### src/rtl/ahb_rr_arbiter.sv
// Round-robin arbiter serialising single NONSEQ transfers from NUM_MASTERS AHB-Lite masters
// onto one slave port; the response is returned to the granted master. All outputs are flops.
module ahb_rr_arbiter #(
  parameter int unsigned NUM_MASTERS = 4,
  localparam int unsigned GW = (NUM_MASTERS > 1) ? $clog2(NUM_MASTERS) : 1
) (
  input  logic                        hclk,
  input  logic                        hresetn,
  input  logic [2*NUM_MASTERS-1:0]    htrans_m,
  input  logic [32*NUM_MASTERS-1:0]   haddr_m,
  input  logic [3*NUM_MASTERS-1:0]    hsize_m,
  input  logic [NUM_MASTERS-1:0]      hwrite_m,
  input  logic [32*NUM_MASTERS-1:0]   hwdata_m,
  output logic [32*NUM_MASTERS-1:0]   hrdata_m,
  output logic [NUM_MASTERS-1:0]      hready_m,
  output logic [NUM_MASTERS-1:0]      hresp_m,
  output logic                        hsel_s,
  output logic [1:0]                  htrans_s,
  output logic [31:0]                 haddr_s,
  output logic [2:0]                  hsize_s,
  output logic                        hwrite_s,
  output logic [31:0]                 hwdata_s,
  input  logic [31:0]                 hrdata_s,
  input  logic                        hready_s,
  input  logic                        hresp_s,
  output logic [GW-1:0]               hmaster
);

  typedef enum logic [1:0] {StIdle, StAddr, StData, StResp} state_e;

  localparam logic [1:0] TransIdle   = 2'b00;
  localparam logic [1:0] TransNonseq = 2'b10;

  state_e                    r_state;
  logic [GW-1:0]             r_last;
  logic [GW-1:0]             r_grant;
  logic                      r_hsel;
  logic [1:0]                r_htrans;
  logic [31:0]               r_haddr;
  logic [2:0]                r_hsize;
  logic                      r_hwrite;
  logic [31:0]               r_hwdata;
  logic [31:0]               r_wdata;
  logic [32*NUM_MASTERS-1:0] r_hrdata_m;
  logic [NUM_MASTERS-1:0]    r_hready_m;
  logic [NUM_MASTERS-1:0]    r_hresp_m;

  logic [NUM_MASTERS-1:0]    w_pending;
  logic                      w_any;
  logic [GW-1:0]             w_winner;
  logic [31:0]               w_addr;
  logic [2:0]                w_size;
  logic                      w_write;
  logic [31:0]               w_wdata;
  int unsigned               w_dist;
  int unsigned               w_best;

  // Winner is the pending master at the smallest rotated distance past the last grant.
  always_comb begin
    w_pending = '0;
    w_best    = NUM_MASTERS;
    w_dist    = 0;
    w_winner  = '0;
    w_addr    = '0;
    w_size    = '0;
    w_write   = 1'b0;
    w_wdata   = '0;
    for (int i = 0; i < NUM_MASTERS; i++) begin
      w_pending[i] = (htrans_m[2*i +: 2] == TransNonseq);
      w_dist = (unsigned'(i) + 2 * NUM_MASTERS - 1 - 32'(r_last)) % NUM_MASTERS;
      if (w_pending[i] && (w_dist < w_best)) begin
        w_best   = w_dist;
        w_winner = GW'(i);
        w_addr   = haddr_m[32*i +: 32];
        w_size   = hsize_m[3*i +: 3];
        w_write  = hwrite_m[i];
        w_wdata  = hwdata_m[32*i +: 32];
      end
    end
  end

  assign w_any = |w_pending;

  always_ff @(posedge hclk or negedge hresetn) begin
    if (!hresetn) begin
      r_state    <= StIdle;
      r_last     <= GW'(NUM_MASTERS - 1);
      r_grant    <= '0;
      r_hsel     <= 1'b0;
      r_htrans   <= TransIdle;
      r_haddr    <= '0;
      r_hsize    <= '0;
      r_hwrite   <= 1'b0;
      r_hwdata   <= '0;
      r_wdata    <= '0;
      r_hrdata_m <= '0;
      r_hready_m <= '0;
      r_hresp_m  <= '0;
    end else begin
      unique case (r_state)
        StIdle: begin
          if (w_any) begin
            r_grant  <= w_winner;
            r_haddr  <= w_addr;
            r_hsize  <= w_size;
            r_hwrite <= w_write;
            r_wdata  <= w_wdata;
            r_hsel   <= 1'b1;
            r_htrans <= TransNonseq;
            r_state  <= StAddr;
          end
        end
        StAddr: begin
          r_hsel   <= 1'b0;
          r_htrans <= TransIdle;
          r_hwdata <= r_wdata;
          r_state  <= StData;
        end
        StData: begin
          if (hready_s) begin
            for (int i = 0; i < NUM_MASTERS; i++) begin
              if (r_grant == GW'(i)) begin
                r_hready_m[i]          <= 1'b1;
                r_hrdata_m[32*i +: 32] <= hrdata_s;
                r_hresp_m[i]           <= hresp_s;
              end
            end
            r_state <= StResp;
          end
        end
        StResp: begin
          r_hready_m <= '0;
          r_last     <= r_grant;
          r_state    <= StIdle;
        end
        default: r_state <= StIdle;
      endcase
    end
  end

  assign hsel_s   = r_hsel;
  assign htrans_s = r_htrans;
  assign haddr_s  = r_haddr;
  assign hsize_s  = r_hsize;
  assign hwrite_s = r_hwrite;
  assign hwdata_s = r_hwdata;
  assign hrdata_m = r_hrdata_m;
  assign hready_m = r_hready_m;
  assign hresp_m  = r_hresp_m;
  assign hmaster  = r_grant;

endmodule

### config.mk
export PLATFORM = sky130hd
export DESIGN_NAME = ahb_rr_arbiter
export DESIGN_NICKNAME = d
export VERILOG_FILES = /design/src/rtl/ahb_rr_arbiter.sv
export SDC_FILE = /design/constraint.sdc
export NUM_CORES = 1
export LEC_CHECK = 0
export CAP_MARGIN = 20
export CORE_AREA = 2 2 206 208
export DETAILED_ROUTE_END_ITERATION = 10
export DIE_AREA = 0 0 208 210
export PLACE_DENSITY = 0.69
export SETUP_SLACK_MARGIN = 0.2
export SYNTH_ARGS = -nofsm -noshare
export SYNTH_HDL_FRONTEND = slang
export SYNTH_SLANG_ARGS = --single-unit
### constraint.sdc
create_clock -name hclk -period 8 [get_ports hclk]
set_input_delay 1.6 -clock hclk [delete_from_list [all_inputs] [get_ports hclk]]
set_output_delay 1.6 -clock hclk [all_outputs]
set_load 0.005 [all_outputs]
==> results of run 1 <==
## flip-flops by register name, summed over array words and instances (netlist names)
signal and cells:
r_state 2, htrans_s 1, hwrite_s 1, hsize_s 3, r_wdata 32, r_last 2, hready_m 4, hrdata_m 128
hmaster 2, hwdata_s 32, hresp_m 4, haddr_s 32
## worst min path at each step
stage | slack [ps] | endpoint | from
2_1_floorplan | 470 | r_wdata[0] | r_wdata[0]
3_3_place_gp | 490 | hrdata_m[49] | hrdata_m[49]
3_5_place_dp | 490 | hrdata_m[108] | hrdata_m[108]
4_1_cts | 500 | hrdata_m[108] | hrdata_m[108]
5_1_grt | 520 | hrdata_m[61] | hrdata_m[61]
6_report | 500 | hrdata_m[84] | hrdata_m[84]
## cells in the mapped netlist, types with 2 or more instances
| master | instances | area, µm² |
|---|---|---|
| a211oi_1 | 3 | 22.5 |
| a21oi_1 | 6 | 30.0 |
| a221o_1 | 67 | 671 |
| a22o_1 | 68 | 596 |
| a31oi_1 | 2 | 12.5 |
| and3_1 | 68 | 425 |
| buf_1 | 5 | 18.8 |
| buf_2 | 9 | 45.0 |
| buf_4 | 2 | 15.0 |
| buf_6 | 3 | 33.8 |
| clkbuf_1 | 56 | 210 |
| dfrtp_1 | 241 | 6030 |
| dfstp_2 | 2 | 52.6 |
| ha_1 | 8 | 100 |
| inv_1 | 6 | 22.5 |
| mux2_1 | 5 | 56.3 |
| mux2_2 | 228 | 2570 |
| nand2_1 | 6 | 22.5 |
| nand2b_1 | 2 | 12.5 |
| nand3_1 | 5 | 25.0 |
| nand3b_1 | 2 | 15.0 |
| nand4b_1 | 2 | 17.5 |
| nor2_1 | 8 | 30.0 |
| nor2b_1 | 8 | 50.1 |
| o21ai_0 | 8 | 40.0 |
| or2_2 | 2 | 12.5 |
## power groups by stage
stage / sequential, µW / clock (µW) / combinational, µW
final: 2080 / 1250 / 2490
after global routing: 2150 / 1340 / 2660
after CTS: 2080 / 1290 / 2530
after detailed placement: 2100 / 0 / 2530
after global placement: 2070 / 0 / 2460
after floorplan: 2070 / 0 / 1060
## through the flow
step	area [µm²]	power, µW	hold WS [ps]	util (%)	cells
final	17900	5810	503	43.2	1891
after global placement	17000	4530	487	41.0	1838
after detailed placement	17000	4620	491	41.0	1838
after floorplan	11300	3130	474	-	839
after CTS	17900	5900	504	43.2	1888
after global routing	17900	6150	516	43.2	1890
## cells by family (layout without fill, tap and decap cells)
family	after synthesis	after routing	share of synthesized area, %
DFF	243	243	53.9
other	1	4	0.0332
muxes	233	233	23.3
AOI/OAI and AO/OA	162	162	12.8
adders and majority gates	8	8	0.888
and+or+nand+nor	110	110	5.90
xor gates and xnor gates	1	1	0.0777
buffers and inverters	81	591	3.06
## metal layers
layer  GRT usage [%]  up-vias  share of wire [%]
met1            20.5     4589                 40
li1                -     4176                  -
met4            5.23        8                2.6
met2            30.5      395                 51
met5               0        -               0.12
met3            3.99       69                6.9
## cell type report
type | instances | area share, %
Tap cell | 539 | 3.76
Inverter | 6 | 0.126
Antenna cell | 3 | 0.0419
Clock buffer | 43 | 4.50
Multi-Input combinational cell | 515 | 27.3
Clock inverter | 7 | 0.510
Sequential cell | 243 | 34.0
Timing Repair Buffer | 535 | 29.8
==> metrics.txt, run 1 <==
result of the run completed; slew of the pin with the lowest slew margin between 900 and 1000 ps; NetSw 1730 µW; Setup Buffers After CTS 0; post-synth cell types 43; GRT Overall Usage 17.1%; Post-Syn Instances about 840; fillcell total 3857; CP Cell Sequence clkdlybuf4s50_1, and2b_1, nand2_1, ha_1, a21oi_1, o21a_2, mux2_2, ha_1, or2_2, a31oi_1, a21oi_1, ha_1, or4b_1, a211oi_1, a211o_2, buf_4, and3_1, a221o_1; Setup crit end kind flip-flop; Crit path largest cell delay 550 ps; Core Area 41500 µm²; Max-cap violations 0; H-tree depth 1; WP data required 8470 ps; vias in the first global route 9814; share of cells above drive strength 1 21.9%; CP Max Fanout 70; worst slack, placed between 1000 and 1500 ps; worst skew pair latency about 540 ps; f_max 155 MHz; Worst Hold Class reg2reg; slack of the critical path roughly 1500 ps; most frequent cells in the layout clkdlybuf4s50_1, dfrtp_1, mux2_2, a22o_1; Setup-failing EPs final 0; P_int 4080 µW; Critical Path End r_wdata[14]; HPWL after detailed placement 28.4 mm; setup TNS 0 ps; clk slew on worst S/H paths 60 ps; Pleak 0.00781 µW; fraction of registers with async set/reset 100%; WL final 38.8 mm; Post-Syn Area 11300 µm²; Area Overhead vs Synth 58.8%; Worst slew margin 34.6%; largest net degree at the start of global routing around 110; Cell Rows 75; Cell Pwr Density ~320 nW/µm²; number of flops mapped to enable cells by yosys 0; grt ovf 0; wire per inst 20.5 µm; CTS tree built; Hold Path Depth 1; RSZ-0062 raised after global routing false; Fin. Hold Viols 0; CP top delay family compound AO/OA/AOI/OAI gates; Final period util 80.8%; WS Path Type in2reg; worst reg2reg endpoint r_wdata[14]; Layout Skew about 13 ps; Post-CTS Hold Fix Bufs 0; Post-CTS Resized 0; number of port buffers 523; crit path from htrans_m[0]; Ys Warns 0; switching share of power 29.8%; minimum clock period 6460 ps; iteration count of the initial detailed-routing pass 5; # clock sinks 243; Slew Viols, Final 0; Sequential Power Share 35.7%; die height around 210 µm; Synth Register Bits 243; FF/Latch Area slightly above 6000 µm²; area occupied by multi-input gates 4900 µm²; instance count on the critical path 18; global-route wire length before repair 58.7 mm; Worst R2R Path Depth 16; Worst VDD drop 0.170 mV; r2r setup slk 2700 ps; TritonCTS Buffers 27; Die W between 200 and 250 µm; most used cell along the critical path ha_1; die area 43700 µm²; gpl congestion 0.812; I/O Pins 525; Clock Path Buffers 3; Iter 0 DRT Violations 439; initial core utilization 27.2%; initial antenna violation count 7; Clk pwr share 21.4%; commonest non-fill, non-tap cell in the layout clkdlybuf4s50_1; sequential fraction of the synthesis area 53.9%; CP Buf/Inv Count 2; reg2reg start r_last[0]; syn_area_per_cell 13.4 µm²; DR vias/cell 4.88; Root Driver clkbuf_16; ANT nets after route 0; startpoint types input port; slowest library cell on the worst path buf_4; Synth Flop Type dfrtp_1; Syn Nets 1163; Arr. time, crit path 6930 ps; combinational fraction of design power 42.8%; residual DRC count 0; routed via count 9237; Layout Nets 1652
No activity file was read; power rests on OpenSTA's default activity.
==> inputs of run 2 (changes only) <==
CORE_AREA = 2 2 203 205   (was 2 2 206 208)
DIE_AREA = 0 0 205 207   (was 0 0 208 210)
PLACE_DENSITY = 0.72   (was 0.69)
clock period = 5.8 ns   (was 8 ns; I/O delays follow)
==> run 2 against run 1 <==
Global-route usage is 1.0 points higher. Sequential power rose by 38%. Register-to-register slack got worse by 1600 ps. Non-clock buffer count increased by 7. Cell count down 0.11%. Total power is 40% higher. First-iteration DRC count down 13%. Utilization rose by 1.6 points. Cell area up 0.90%. Critical endpoint is now haddr_s[27].
==> metrics.txt, run 2 (synthesis gave the netlist of run 1 again) <==
P_int 5730 µW; DR vias/cell 4.87; result of the run completed; combinational fraction of design power a little over two fifths; initial core utilization roughly 28%; share of cells above drive strength 1 22.7%; Slew Viols, Final 0; die height just over 200 µm; Layout Nets 1658; Pleak between 0.007 and 0.008 µW; WP data required 6210 ps; H-tree depth 1; Worst R2R Path Depth 16; CTS tree built; residual DRC count 0; clk slew on worst S/H paths about 60 ps; minimum clock period between 5000 and 6000 ps; Sequential Power Share 35.2%; routed via count 9195; Area after DPL 17100 µm²; WS Path Type in2reg; Final Non-Filler Cells 1889; Worst slew margin between 30% and 40%; Fin. Hold Viols 0; r2r setup slk around 1100 ps; fin area between 15000 and 20000 µm²; die area about 42000 µm²; Final period util 91.8%; Clk pwr share 21.8%; Area Overhead vs Synth 60.3%; startpoint types input port; I/O Pins ~530; Core Area 40400 µm²; GRT Overall Usage ~18%; NetSw ~2400 µW; Die W 205 µm; hold path endpoint hrdata_m[78]; Post-CTS Hold Fix Bufs 0; Cell Rows 74; Layout Skew 17.8 ps; TritonCTS Buffers 26; worst hold path startpoint hrdata_m[78]; iteration count of the initial detailed-routing pass 4; max FFs per register ~130; switching share of power between 20% and 30%; global-route wire length before repair 59.5 mm; Max-cap violations 0; Cell Pwr Density 450 nW/µm²; commonest non-fill, non-tap cell in the layout clkdlybuf4s50_1; worst reg2reg endpoint haddr_s[27]; Worst Hold Class reg2reg; Post-CTS Resized 0; Arr. time, crit path 5740 ps; gpl congestion 0.831; grt ovf 0; slew of the pin with the lowest slew margin 974 ps; RSZ-0062 raised after global routing false; Clock Path Buffers 3; f_max 188 MHz; ANT nets after route 0; reg2reg start r_last[0]; CP Max Fanout 32; HPWL after detailed placement slightly below 30 mm; Iter 0 DRT Violations 381; most frequent cells in the layout clkdlybuf4s50_1, dfrtp_1, mux2_2, a22o_1; Root Driver clkbuf_16; Hold Path Depth 1; vias in the first global route slightly below 10000; largest net degree at the start of global routing 118; Setup Buffers After CTS 0; # placed instances 1837; # clock sinks 243; worst skew pair latency 550 ps; Setup-failing EPs final 0; WL final 39.4 mm; Setup crit end kind flip-flop; Worst VDD drop slightly below 0.2 mV; number of port buffers 523; wire per inst 20.9 µm; initial antenna violation count 7
[run 2: changes by cell type in the layout (fill, tap and decap cells not counted), sizes merged]
cell,previous run,this run
buf,13,20
clkbuf,43,36
clkinv,3,6
bufinv,2,4
diode,3,4
inv,7,6
[run 2: worst max-delay path by stage]
stage	start	to	slack (ps)	cells after the start
after floorplan	htrans_m[0]	haddr_s[11]	220	20
after global placement	htrans_m[0]	haddr_s[29]	60	18
after detailed placement	htrans_m[0]	haddr_s[14]	-90	18
after CTS	htrans_m[0]	r_wdata[10]	480	18
after global routing	htrans_m[0]	haddr_s[14]	220	18
final	htrans_m[0]	haddr_s[27]	470	18
[run 2: area by class of cell]
class	count	area [µm²]
Clock buffer	36	758
Timing Repair Buffer	542	5460
Fill cell	3724	22300
Multi-Input combinational cell	515	4900
Sequential cell	243	6080
Clock inverter	11	173
Inverter	6	22.5
Antenna cell	4	10.0
Tap cell	532	666
[run 2: worst max-delay path: stages]
cell,delay (ps)
clkdlybuf4s50_1,410
and2b_1,290
nand2_1,100
ha_1,310
a21oi_1,200
o21a_2,160
mux2_2,350
ha_1,270
or2_2,340
a31oi_2,200
a21oi_1,100
ha_1,200
or4b_1,560
a211oi_1,250
a211o_2,220
nor2_4,90
buf_12,200
a221o_1,300
[run 2: stage by stage]
stage | TNS (ps) | util, % | hold WS (ps) | total power (µW) | setup slack [ps]
5_1_grt | 0 | 44.8 | 509 | 8650 | 218
4_1_cts | 0 | 44.7 | 506 | 8250 | 475
2_1_floorplan | 0 | - | 474 | 4310 | 224
3_5_place_dp | -4310 | 42.4 | 492 | 6430 | -87.5
6_report | 0 | 44.8 | 503 | 8140 | 473
3_3_place_gp | 0 | 42.4 | 486 | 6310 | 64.8
[run 2: power by group through the flow]
stage / sequential, µW / clock (µW) / combinational, µW
3_5_place_dp: 2890 / 0 / 3540
4_1_cts: 2870 / 1830 / 3550
2_1_floorplan: 2850 / 0 / 1460
6_report: 2870 / 1770 / 3500
3_3_place_gp: 2860 / 0 / 3450
5_1_grt: 2950 / 1920 / 3770
[run 2: routing by layer]
layer | routed length, µm | up-vias | global-route usage, %
met5 | 56 | - | 0
met4 | 1140 | 8 | 6.38
met3 | 3050 | 65 | 4.78
met2 | 20000 | 381 | 32.0
met1 | 15100 | 4541 | 21.1
li1 | - | 4200 | -
==> inputs of run 3 (changes only) <==
--- a/config.mk
+++ b/config.mk
@@ -9,2 +9,3 @@
 export CORE_AREA = 2 2 203 205
+export CTS_CLUSTER_DIAMETER = 60
 export DETAILED_ROUTE_END_ITERATION = 10
--- a/constraint.sdc
+++ b/constraint.sdc
@@ -3,2 +3,2 @@
 set_output_delay 1.16 -clock hclk [all_outputs]
-set_load 0.005 [all_outputs]
+set_load 0.1 [all_outputs]
==> run 3 against run 2 <==
Clock skew up 13 ps. Cell count up 0.26%. Worst setup slack worse by 7.7 ps. Clock-buffer cell count unchanged. Highest routed layer unchanged. Die area unchanged.
==> metrics.txt, run 3 (synthesis gave the netlist of run 1 again) <==
Cell Rows 74; wire per inst 20.8 µm; Critical Path End haddr_s[11]; Slew Viols, Final 0; largest net degree at the start of global routing 118; I/O Pins 525; Fin. Hold Viols 0; number of port buffers about 520; Arr. time, crit path 5750 ps; worst slack, placed -87.5 ps; startpoint types input port; die area 42400 µm²; Root Driver clkbuf_16; Worst slew margin about a quarter; result of the run completed; gpl congestion approximately 0.83; slack of the critical path ~470 ps; WL final 39.3 mm; vias in the first global route 9729; fillcell total about 3700; ANT nets after route 0; Clock Path Buffers 3; GRT Overall Usage 18.2%; slew of the pin with the lowest slew margin 1130 ps; # clock sinks 243; r2r setup slk about 1100 ps; initial core utilization 27.9%; WS Path Type in2reg; minimum clock period 5330 ps; Post-CTS Hold Fix Bufs 0; routed via count 9178; residual DRC count 0; Setup-failing EPs final 0; DR vias/cell 4.85; reg2reg start r_last[0]; Area Overhead vs Synth 61.0%; CP Max Fanout 32; H-tree depth 1; grt met1 use 21.0%; Worst R2R Path Depth 16; grt ovf 0; most frequent cells in the layout clkdlybuf4s50_1, dfrtp_1, mux2_2, a22o_1; M3 GR Usage under 10%; f_max 187 MHz; setup TNS 0 ps; Post-CTS Resized 0; WP data required 6220 ps; Layout Nets 1660; busiest grt layer met2; commonest non-fill, non-tap cell in the layout clkdlybuf4s50_1; worst reg2reg endpoint haddr_s[11]; Worst Hold Class reg2reg; worst skew pair latency 560 ps; max FFs per register 128; Iter 0 DRT Violations 377; CTS tree built; final hold slack between 500 and 600 ps; Setup Buffers After CTS 0; Core Area 40400 µm²; Layout Skew 31.0 ps; RSZ-0062 raised after global routing false; met2 Usage GRT about a third; global-route wire length before repair roughly 59 mm; Final period util 92.0%; share of cells above drive strength 1 23.0%; TritonCTS Buffers 28; initial antenna violation count 7; Die W 205 µm; clk slew on worst S/H paths approximately 60 ps; iteration count of the initial detailed-routing pass 4; Max-cap violations 0; Setup crit end kind flip-flop; crit path from htrans_m[0]; HPWL after detailed placement between 20 and 30 mm; die height slightly above 200 µm
[run 3: cell count changes in the layout (fill, tap and decap cells not counted), sizes merged]
cell / change
clkinv: +1
inv: +3
clkinvlp: +1
[run 3: critical path, stage by stage]
cell,delay [ps]
clkdlybuf4s50_1,410
and2b_1,300
nand2_1,100
ha_1,310
a21oi_1,200
o21a_2,160
mux2_2,350
ha_1,270
or2_2,340
a31oi_2,200
a21oi_1,100
ha_1,210
or4b_1,560
a211oi_1,250
a211o_2,220
nor2_4,90
buf_12,200
a221o_1,310
[run 3: cell type report]
class	instances	area, µm²	area share [%]
timing repair buffer	542	5460	30.1
antenna	4	10.0	0.0551
sequential	243	6080	33.5
multi-input combinational	515	4900	27.0
clock inverter	16	224	1.23
inverter	6	22.5	0.124
clock buffer	36	791	4.35
tap	532	666	3.67
[run 3: worst min-delay path by stage]
stage                     cells past startpoint  slack [ps]      endpoint          from
after global routing                          1         510    hresp_m[1]    hresp_m[1]
after floorplan                               1         470    r_wdata[0]    r_wdata[0]
after detailed placement                      1         490  hrdata_m[33]  hrdata_m[33]
after CTS                                     1         510  hrdata_m[78]  hrdata_m[78]
after global placement                        1         490  hrdata_m[50]  hrdata_m[50]
final                                         1         500  hrdata_m[33]  hrdata_m[33]
[run 3: per-stage QoR]
stage,std cells,util (%),area (µm²)
6_report,1894,45.0,18200
4_1_cts,1889,44.9,18100
3_3_place_gp,1837,42.4,17100
2_1_floorplan,839,-,11300
5_1_grt,1891,45.0,18200
3_5_place_dp,1837,42.4,17100
[run 3: metal layers]
layer  part of all wire (%)  vias up  routed length (µm)
met3                    7.4       60                2900
met2                     51      380               20100
met1                     38     4525               15100
met4                    3.0        8                1170
li1                       -     4205                   -
met5                   0.14        -                  54
Power of run 3 is not shown: default switching activity piles up to over one toggle a cycle in this logic, so the estimate is an artifact.
